===== src/rtl/riscv_pkg.sv =====
// Shared multicycle RISC-V control encodings: FSM states, opcodes, ALU op and
// datapath source-select values.
package riscv_pkg;

  typedef enum logic [3:0] {
    StFetch    = 4'd0,
    StDecode   = 4'd1,
    StMemAdr   = 4'd2,
    StMemRead  = 4'd3,
    StMemWb    = 4'd4,
    StMemWrite = 4'd5,
    StExecuteR = 4'd6,
    StExecuteI = 4'd7,
    StAluWb    = 4'd8,
    StBeq      = 4'd9,
    StJal      = 4'd10
  } state_e;

  localparam logic [6:0] OpLoad   = 7'b0000011;
  localparam logic [6:0] OpStore  = 7'b0100011;
  localparam logic [6:0] OpRtype  = 7'b0110011;
  localparam logic [6:0] OpItype  = 7'b0010011;
  localparam logic [6:0] OpBranch = 7'b1100011;
  localparam logic [6:0] OpJal    = 7'b1101111;

  localparam logic [1:0] AluOpAdd   = 2'b00;
  localparam logic [1:0] AluOpSub   = 2'b01;
  localparam logic [1:0] AluOpFunct = 2'b10;

  localparam logic [1:0] ResultAluOut    = 2'b00;
  localparam logic [1:0] ResultData      = 2'b01;
  localparam logic [1:0] ResultAluResult = 2'b10;

  localparam logic [1:0] SrcAPc    = 2'b00;
  localparam logic [1:0] SrcAOldPc = 2'b01;
  localparam logic [1:0] SrcARd1   = 2'b10;

  localparam logic [1:0] SrcBRd2  = 2'b00;
  localparam logic [1:0] SrcBImm  = 2'b01;
  localparam logic [1:0] SrcBFour = 2'b10;

  localparam logic AdrPc     = 1'b0;
  localparam logic AdrResult = 1'b1;

endpackage


===== src/rtl/main_fsm.sv =====
// Main control FSM of the multicycle RISC-V core: sequences fetch, decode,
// memory, execute and writeback steps and drives the datapath selects.
module main_fsm
  import riscv_pkg::*;
(
  input  logic       clk,
  input  logic       rst_n,
  input  logic [6:0] op,
  input  logic       zero,
  input  logic       mem_ready,
  output logic       pc_write,
  output logic       adr_src,
  output logic       mem_write,
  output logic       ir_write,
  output logic       reg_write,
  output logic       illegal_instr,
  output logic [1:0] result_src,
  output logic [1:0] alu_src_a,
  output logic [1:0] alu_src_b,
  output logic [1:0] alu_op
);

  state_e r_state;
  state_e w_state_next;
  logic   w_pc_update;
  logic   w_branch;

  always_ff @(posedge clk or negedge rst_n) begin
    if (!rst_n) r_state <= StFetch;
    else        r_state <= w_state_next;
  end

  always_comb begin
    w_state_next = r_state;
    case (r_state)
      StFetch:    if (mem_ready) w_state_next = StDecode;
      StDecode: begin
        case (op)
          OpLoad, OpStore: w_state_next = StMemAdr;
          OpRtype:         w_state_next = StExecuteR;
          OpItype:         w_state_next = StExecuteI;
          OpBranch:        w_state_next = StBeq;
          OpJal:           w_state_next = StJal;
          default:         w_state_next = StFetch;
        endcase
      end
      StMemAdr:   w_state_next = (op == OpLoad) ? StMemRead : StMemWrite;
      StMemRead:  if (mem_ready) w_state_next = StMemWb;
      StMemWb:    w_state_next = StFetch;
      StMemWrite: if (mem_ready) w_state_next = StFetch;
      StExecuteR: w_state_next = StAluWb;
      StExecuteI: w_state_next = StAluWb;
      StAluWb:    w_state_next = StFetch;
      StBeq:      w_state_next = StFetch;
      StJal:      w_state_next = StAluWb;
      default:    w_state_next = StFetch;
    endcase
  end

  always_comb begin
    adr_src       = AdrPc;
    mem_write     = 1'b0;
    ir_write      = 1'b0;
    reg_write     = 1'b0;
    illegal_instr = 1'b0;
    result_src    = ResultAluOut;
    alu_src_a     = SrcAPc;
    alu_src_b     = SrcBRd2;
    alu_op        = AluOpAdd;
    w_pc_update   = 1'b0;
    w_branch      = 1'b0;
    case (r_state)
      StFetch: begin
        alu_src_b  = SrcBFour;
        result_src = ResultAluResult;
        // Reset forces FETCH, so the only enables to mask are the mem_ready ones.
        ir_write    = mem_ready & rst_n;
        w_pc_update = mem_ready & rst_n;
      end
      StDecode: begin
        alu_src_a     = SrcAOldPc;
        alu_src_b     = SrcBImm;
        illegal_instr = !(op inside {OpLoad, OpStore, OpRtype, OpItype, OpBranch, OpJal});
      end
      StMemAdr: begin
        alu_src_a = SrcARd1;
        alu_src_b = SrcBImm;
      end
      StMemRead:  adr_src = AdrResult;
      StMemWb: begin
        result_src = ResultData;
        reg_write  = 1'b1;
      end
      StMemWrite: begin
        adr_src   = AdrResult;
        mem_write = 1'b1;
      end
      StExecuteR: begin
        alu_src_a = SrcARd1;
        alu_op    = AluOpFunct;
      end
      StExecuteI: begin
        alu_src_a = SrcARd1;
        alu_src_b = SrcBImm;
        alu_op    = AluOpFunct;
      end
      StAluWb:    reg_write = 1'b1;
      StBeq: begin
        alu_src_a = SrcARd1;
        alu_op    = AluOpSub;
        w_branch  = 1'b1;
      end
      StJal: begin
        alu_src_a   = SrcAOldPc;
        alu_src_b   = SrcBFour;
        w_pc_update = 1'b1;
      end
      default: ;
    endcase
  end

  assign pc_write = w_pc_update | (w_branch & zero);

endmodule


===== config.mk =====
export PLATFORM = sky130hd
export DESIGN_NAME = main_fsm
export DESIGN_NICKNAME = d
export VERILOG_FILES = /design/src/rtl/riscv_pkg.sv /design/src/rtl/main_fsm.sv
export SDC_FILE = /design/constraint.sdc
export NUM_CORES = 1
export LEC_CHECK = 0
export ABC_CLOCK_PERIOD_IN_PS = 3340
export CORE_AREA = 5 5 42 44
export CTS_BUF_LIST = sky130_fd_sc_hd__clkbuf_2
export DETAILED_ROUTE_END_ITERATION = 6
export DIE_AREA = 0 0 47 49
export GPL_TIMING_DRIVEN = 0
export PLACE_DENSITY = 0.78
export SKIP_CTS_REPAIR_TIMING = 1
export SLEW_MARGIN = 20
export SYNTH_ARGS = -nofsm -noshare
export SYNTH_HDL_FRONTEND = slang
export SYNTH_SLANG_ARGS = --single-unit

===== constraint.sdc =====
create_clock -name clk -period 3.34 [get_ports clk]
set_input_delay 0.501 -clock clk [delete_from_list [all_inputs] [get_ports clk]]
set_output_delay 0.501 -clock clk [all_outputs]
set_load 0.1 [all_outputs]

==> results of run 1 <==
==> final cells by class <==
| class | instances | share of cell area |
|---|---|---|
| plain buffers | 4 | 0.0381 |
| clock buffers | 3 | 0.0183 |
| inverters | 1 | 0.00457 |
| multi-input cells | 59 | 0.497 |
| flip-flops and latches | 4 | 0.122 |
| well taps | 16 | 0.0244 |
| repair buffers | 24 | 0.296 |
==> per-layer routing <==
layer	wire (um)	vias up
met5	0	-
met3	89	4
met1	579	289
li1	-	307
met4	43	0
met2	815	21
==> path summary, 6_finish.rpt <==
path	start	cells past startpoint	to	slack [ps]
max reg2reg	r_state[3]	3	r_state[2]	2000
min reg2reg	r_state[3]	3	r_state[3]	750
max in group asynchronous	rst_n	1	r_state[1]	2670
min in group clk	r_state[3]	3	r_state[3]	750
min	rst_n	1	r_state[0]	490
max	rst_n	4	pc_write	310
==> through the flow <==
stage / hold slack, ps / setup slack [ps]
after floorplan: 205 / 7.10
after global placement: 715 / 78.8
after detailed placement: 720 / 23.1
after CTS: 489 / 32.1
after global routing: 499 / 238
final: 492 / 312
==> cell usage in the layout (no fill, tap or decap), types with 2 or more instances in the layout <==
master / Yosys / final
clkbuf_2: 0 / 3
nor3_1: 3 / 3
and2_1: 2 / 2
clkdlybuf4s50_1: 0 / 23
buf_4: 2 / 2
a21oi_1: 5 / 5
nor2_1: 8 / 8
nand2b_1: 5 / 5
a31o_1: 2 / 2
nor2b_1: 3 / 3
nand2_1: 3 / 3
xnor2_1: 2 / 2
o21ai_1: 4 / 4
dfrtp_1: 4 / 4
==> power by group <==
part / leakage (nW) / internal (mW) / switching, mW
sequential: 0.0539 / 0.0502 / 0.00274
clock: 0.0125 / 0.0241 / 0.0208
combinational: 0.273 / 0.0437 / 0.0977
==> worst max-delay path: stages <==
cell	delay, ps
clkdlybuf4s50_1	570
and3_2	220
o21bai_2	100
clkdlybuf4s50_1	1140
==> cells by family (layout without fill, tap and decap cells) <==
group,Yosys count,in the layout,synth area share
xor+xnor,3,3,0.0501
simple gates,34,34,0.394
flops,4,4,0.191
compound gates,21,21,0.279
buf+inv,5,32,0.0668
mux,1,1,0.0191
==> cell usage after synthesis, drive strengths merged <==
| cell type | count |
|---|---|
| inv | 1 |
| nor2b | 4 |
| nand2b | 5 |
| nor3b | 1 |
| o41ai | 1 |
| and3b | 1 |
| o22ai | 1 |
| o32ai | 1 |
| nor3 | 4 |
| dfrtp | 4 |
| and3 | 1 |
| a31o | 2 |
| nand2 | 3 |
| o21ai | 5 |
| o21bai | 1 |
| mux2i | 1 |
| nor2 | 9 |
| and2 | 2 |
| nand3 | 2 |
| a21oi | 5 |
| a211o | 1 |
| nand3b | 1 |
| buf | 4 |
| nor4 | 1 |
| a32o | 1 |
| xor2 | 1 |
| a31oi | 1 |
| a211oi | 2 |
| xnor2 | 2 |
==> flow_summary_export.csv, run 1 <==
group,metric,value,unit
die,die_area,2300,um^2
synth,synth_nets,79,
die,dieHeight,49,um
timing,rsz0062_at_grt,"false",
die,floorplan.rows,14,
layout,largest_register_ffs,4,
die,die_w,47,um
timing,skew,8.45,ps
die,core_area,1400,um^2
worst_setup_path,cp.arrival,2530,ps
grt,track_usage,0.147,
worst_setup_path,endpoint_kind,"output pin",
timing,fin_crit,3030,ps
layout,num_antenna_cells,0,
drt,vias,621,
synth,synth_top_area_frac,0.191,
layout,syn2layout_area_growth,56.6,%
placement,placed_cells,108,
grt,met3_usage,0.0369,
pwr,p_total,0.239,mW
layout,multi_input_area,408,um^2
synth,syn_area_per_cell,7.71,um^2
grt,grt_overflow,0,
grt,antenna_found_initial,0,
drt,drc,0,
drt,finalWirelength,1.53,mm
synth,synth_cell_type_count,36,
placement,place_area,803,um^2
clocking,cts_buffers,3,
drt,ant_nets,0,
grt,top_usage_layer,"met2",
layout,regMostFlops,"r_state",
layout,layout.cells.non_filler,111,
worst_setup_path,cp_max_fo,5,
worst_setup_path,criticalPathCategory,"input pin to output pin",
synth,synth_cells,68,
timing,fin_crit_sh,0.907,
layout,final-seq-area,100,um^2
synth,synth.area.top_cells,"dfrtp_1, nand2b_1, nor2_1, a21oi_1, o21ai_1",
grt,grt_pass1_vias,609,
worst_setup_path,crit_required,2840,ps
clocking,htree_levels,1,
synth,yosys_warnings,0,
clocking,clkSinkCount,4,
layout,nFillCells,146,
synth,synth_largest_area_cell,"dfrtp_1",
synth,synth_area,524,um^2
grt,grt_max_degree,11,
run,max_cap_violations,0,
drt,vias_per_cell,5.59,
timing,relSlewSlack,0.326,
layout,drive_above_1_share,0.168,
grt,grt_pass1_wl,2.53,mm
pwr,powerDensity,292,nW/um^2
timing,slew_violations,0,
clocking,cts_tree,"yes",
timing,fmax,0.330,GHz
min_path,hold_class,"input pin to async pin",
grt,use_met2,0.242,
clocking,clkLatencyLatePin,210,ps
die,pin_count,25,
clocking,ctsLongestPathBuffers,2,
worst_setup_path,cp-start-kind,"input pin",
drt,drtIter0Drc,7,
drt,firstDrtPassIters,4,
placement,place.gp.congestion,0.824,
timing,setup_violations,0,
clocking,clkTransAtPathRegs,50,ps
grt,grt_use_met1,0.168,
die,start_util,0.374,
clocking,cts_root_buffer,"clkbuf_2",
pwr,ir_drop,0.215,mV
layout,fin_area,821,um^2
synth,ys_ff_latch,4,
timing,worst_pin_slew,1010,ps
layout,fin_nets,108,
pwr,leakagePower,0.339,nW
placement,hpwl,1.23,mm
layout,biggestRegsByFlops,"r_state (4)",
timing,fin_setup_tns,0,ps
placement,io_buffer_count,24,
outcome,outcome,"finished, final reports clean",
timing,final_hold_viol_count,0,
drt,wl_per_cell,13.8,um
synth,synth-seq-area-share,0.191,
layout,fin_util,0.586,
Note: power is estimated with default switching activity, not from simulation.
==> inputs of run 2 (changes only) <==
- ABC_CLOCK_PERIOD_IN_PS: 3340 -> 3840
- GPL_ROUTABILITY_DRIVEN: not set -> 0
- clock period: 3.34 -> 3.84 ns (I/O delays scaled with it)
==> run 2 against run 1 <==
Sequential cell count did not move. Core utilization fell by 0.80 points. Sequential share of layout area rose by 0.17 points. Register-to-register slack improved by 550 ps. First-iteration DRC count rose by 29%. Critical path depth rose by 1. Design area fell by 1.4%. Routed wire length fell by 5.7%. Cell count did not move. Die area did not move. Setup slack improved by 92 ps. Combinational power fell by 13%. Critical endpoint is now illegal_instr. Highest routed layer unchanged.
==> flow_summary_export.csv, run 2 (same netlist as run 1, synthesis figures left out) <==
group,metric,value,unit
drt,vias_per_cell,5.61,
clocking,htree_levels,1,
timing,setup_violations,0,
pwr,leakagePower,0.322,nW
worst_setup_path,crit_required,3260,ps
die,dieHeight,49,um
pwr,combinationalPowerShare,0.588,
timing,worst_pin_slew,969,ps
pwr,swShare,0.505,
drt,finalWirelength,1.44,mm
worst_setup_path,endpoint_kind,"output pin",
layout,drive_above_1_share,0.147,
worst_setup_path,cp-start-kind,"input pin",
placement,placed_cells,108,
clocking,clkLatencyLatePin,220,ps
layout,layout_commonest_cell,"clkdlybuf4s50_1",
die,floorplan.rows,14,
pwr,share_seq_of_total_power,0.223,
pwr,power.switching,0.105,mW
clocking,clkTransAtPathRegs,50,ps
placement,hpwl,1.11,mm
run,max_cap_violations,0,
timing,fin_crit_sh,0.895,
pwr,powerDensity,256,nW/um^2
layout,fin_util,0.578,
layout,layout.cells.non_filler,111,
die,die_w,47,um
placement,io_buffer_count,24,
min_path,hold_class,"input pin to async pin",
clocking,ctsLongestPathBuffers,2,
worst_setup_path,cp_max_fo,5,
pwr,ir_drop,0.194,mV
timing,fin_crit,3440,ps
grt,grt_pass1_wl,2.35,mm
timing,hold_slack,577,ps
drt,vias,623,
drt,drtIter0Drc,9,
grt,grt_max_degree,11,
pwr,p_total,0.207,mW
worst_setup_path,criticalPathCategory,"input pin to output pin",
clocking,cts_root_buffer,"clkbuf_2",
die,pin_count,25,
timing,skew,12.5,ps
grt,track_usage,0.135,
pwr,internal_power,0.102,mW
layout,syn2layout_area_growth,54.4,%
layout,num_antenna_cells,0,
layout,nFillCells,132,
grt,grt_overflow,0,
outcome,outcome,"finished, final reports clean",
worst_setup_path,cp.arrival,2860,ps
layout,regMostFlops,"r_state",
clocking,cts_tree,"yes",
timing,rsz0062_at_grt,"false",
drt,wl_per_cell,13.0,um
pwr,pwr-share-clk,0.189,
timing,final_hold_viol_count,0,
die,die_area,2300,um^2
die,start_util,0.374,
clocking,cts_buffers,3,
clocking,clkSinkCount,4,
timing,relSlewSlack,0.352,
grt,grt_pass1_vias,570,
die,core_area,1400,um^2
drt,ant_nets,0,
timing,slew_violations,0,
layout,largest_register_ffs,4,
timing,fin_setup_tns,0,ps
layout,most-common-layout-cells,"clkdlybuf4s50_1, nor2_1, nand2b_1, a21oi_1",
grt,antenna_found_initial,0,
drt,firstDrtPassIters,4,
drt,drc,0,
timing,fmax,0.291,GHz
layout,biggestRegsByFlops,"r_state (4)",
layout,fin_nets,108,
run 2: changes by cell type in the layout (fill, tap and decap cells not counted):
cell / before / now
a211oi_2: 1 / 0
a211oi_1: 1 / 2
dlymetal6s2s_1: 1 / 0
clkdlybuf4s50_1: 23 / 24
o21bai_2: 1 / 0
o21bai_1: 0 / 1
run 2: layout make-up:
class	count	area, um^2	area share
buffer	4	31.3	0.0386
inverter	1	3.75	0.00464
multi-input combinational	59	399	0.493
tap	16	20.0	0.0247
timing repair buffer	24	240	0.297
clock buffer	3	15.0	0.0185
sequential	4	100	0.124
run 2: routing by layer:
metal  wire length (um)  vias to the layer above  share of wire  global-route usage
met5                  0                        -              0                   0
met4                  8                        0         0.0056              0.0415
met3                109                        2          0.076              0.0332
met2                760                       20           0.53               0.231
met1                563                      296           0.39               0.159
li1                   -                      305              -                   -
run 2: per-stage QoR:
step / instance area (um^2) / worst slack (ps)
floorplan: 534 / 174
global placement: 795 / 421
detailed placement: 795 / 411
CTS: 810 / 401
global route: 810 / 335
finish: 810 / 404
run 2: final timing paths:
path | slack [ps] | endpoint | start | depth (start not counted)
min in group clk | 730 | r_state[2] | r_state[3] | 3
max in group asynchronous | 3060 | r_state[3] | rst_n | 1
worst min-delay path | 580 | r_state[2] | rst_n | 1
worst min register to register | 730 | r_state[2] | r_state[3] | 3
worst max-delay path | 400 | illegal_instr | op[4] | 5
worst max register to register | 2550 | r_state[0] | r_state[2] | 4
run 2: power groups by stage:
stage | Combinational, mW | Clock, mW | Sequential, mW
floorplan | 0.0879 | 0 | 0.0463
global placement | 0.121 | 0 | 0.0467
detailed placement | 0.121 | 0 | 0.0467
CTS | 0.122 | 0.0414 | 0.0461
global route | 0.127 | 0.0444 | 0.0465
finish | 0.122 | 0.0391 | 0.0462
run 2: critical path, stage by stage:
cell,delay (ps)
clkdlybuf4s50_1,550
and3b_1,240
a31o_1,220
a21oi_1,130
clkdlybuf4s50_1,1140
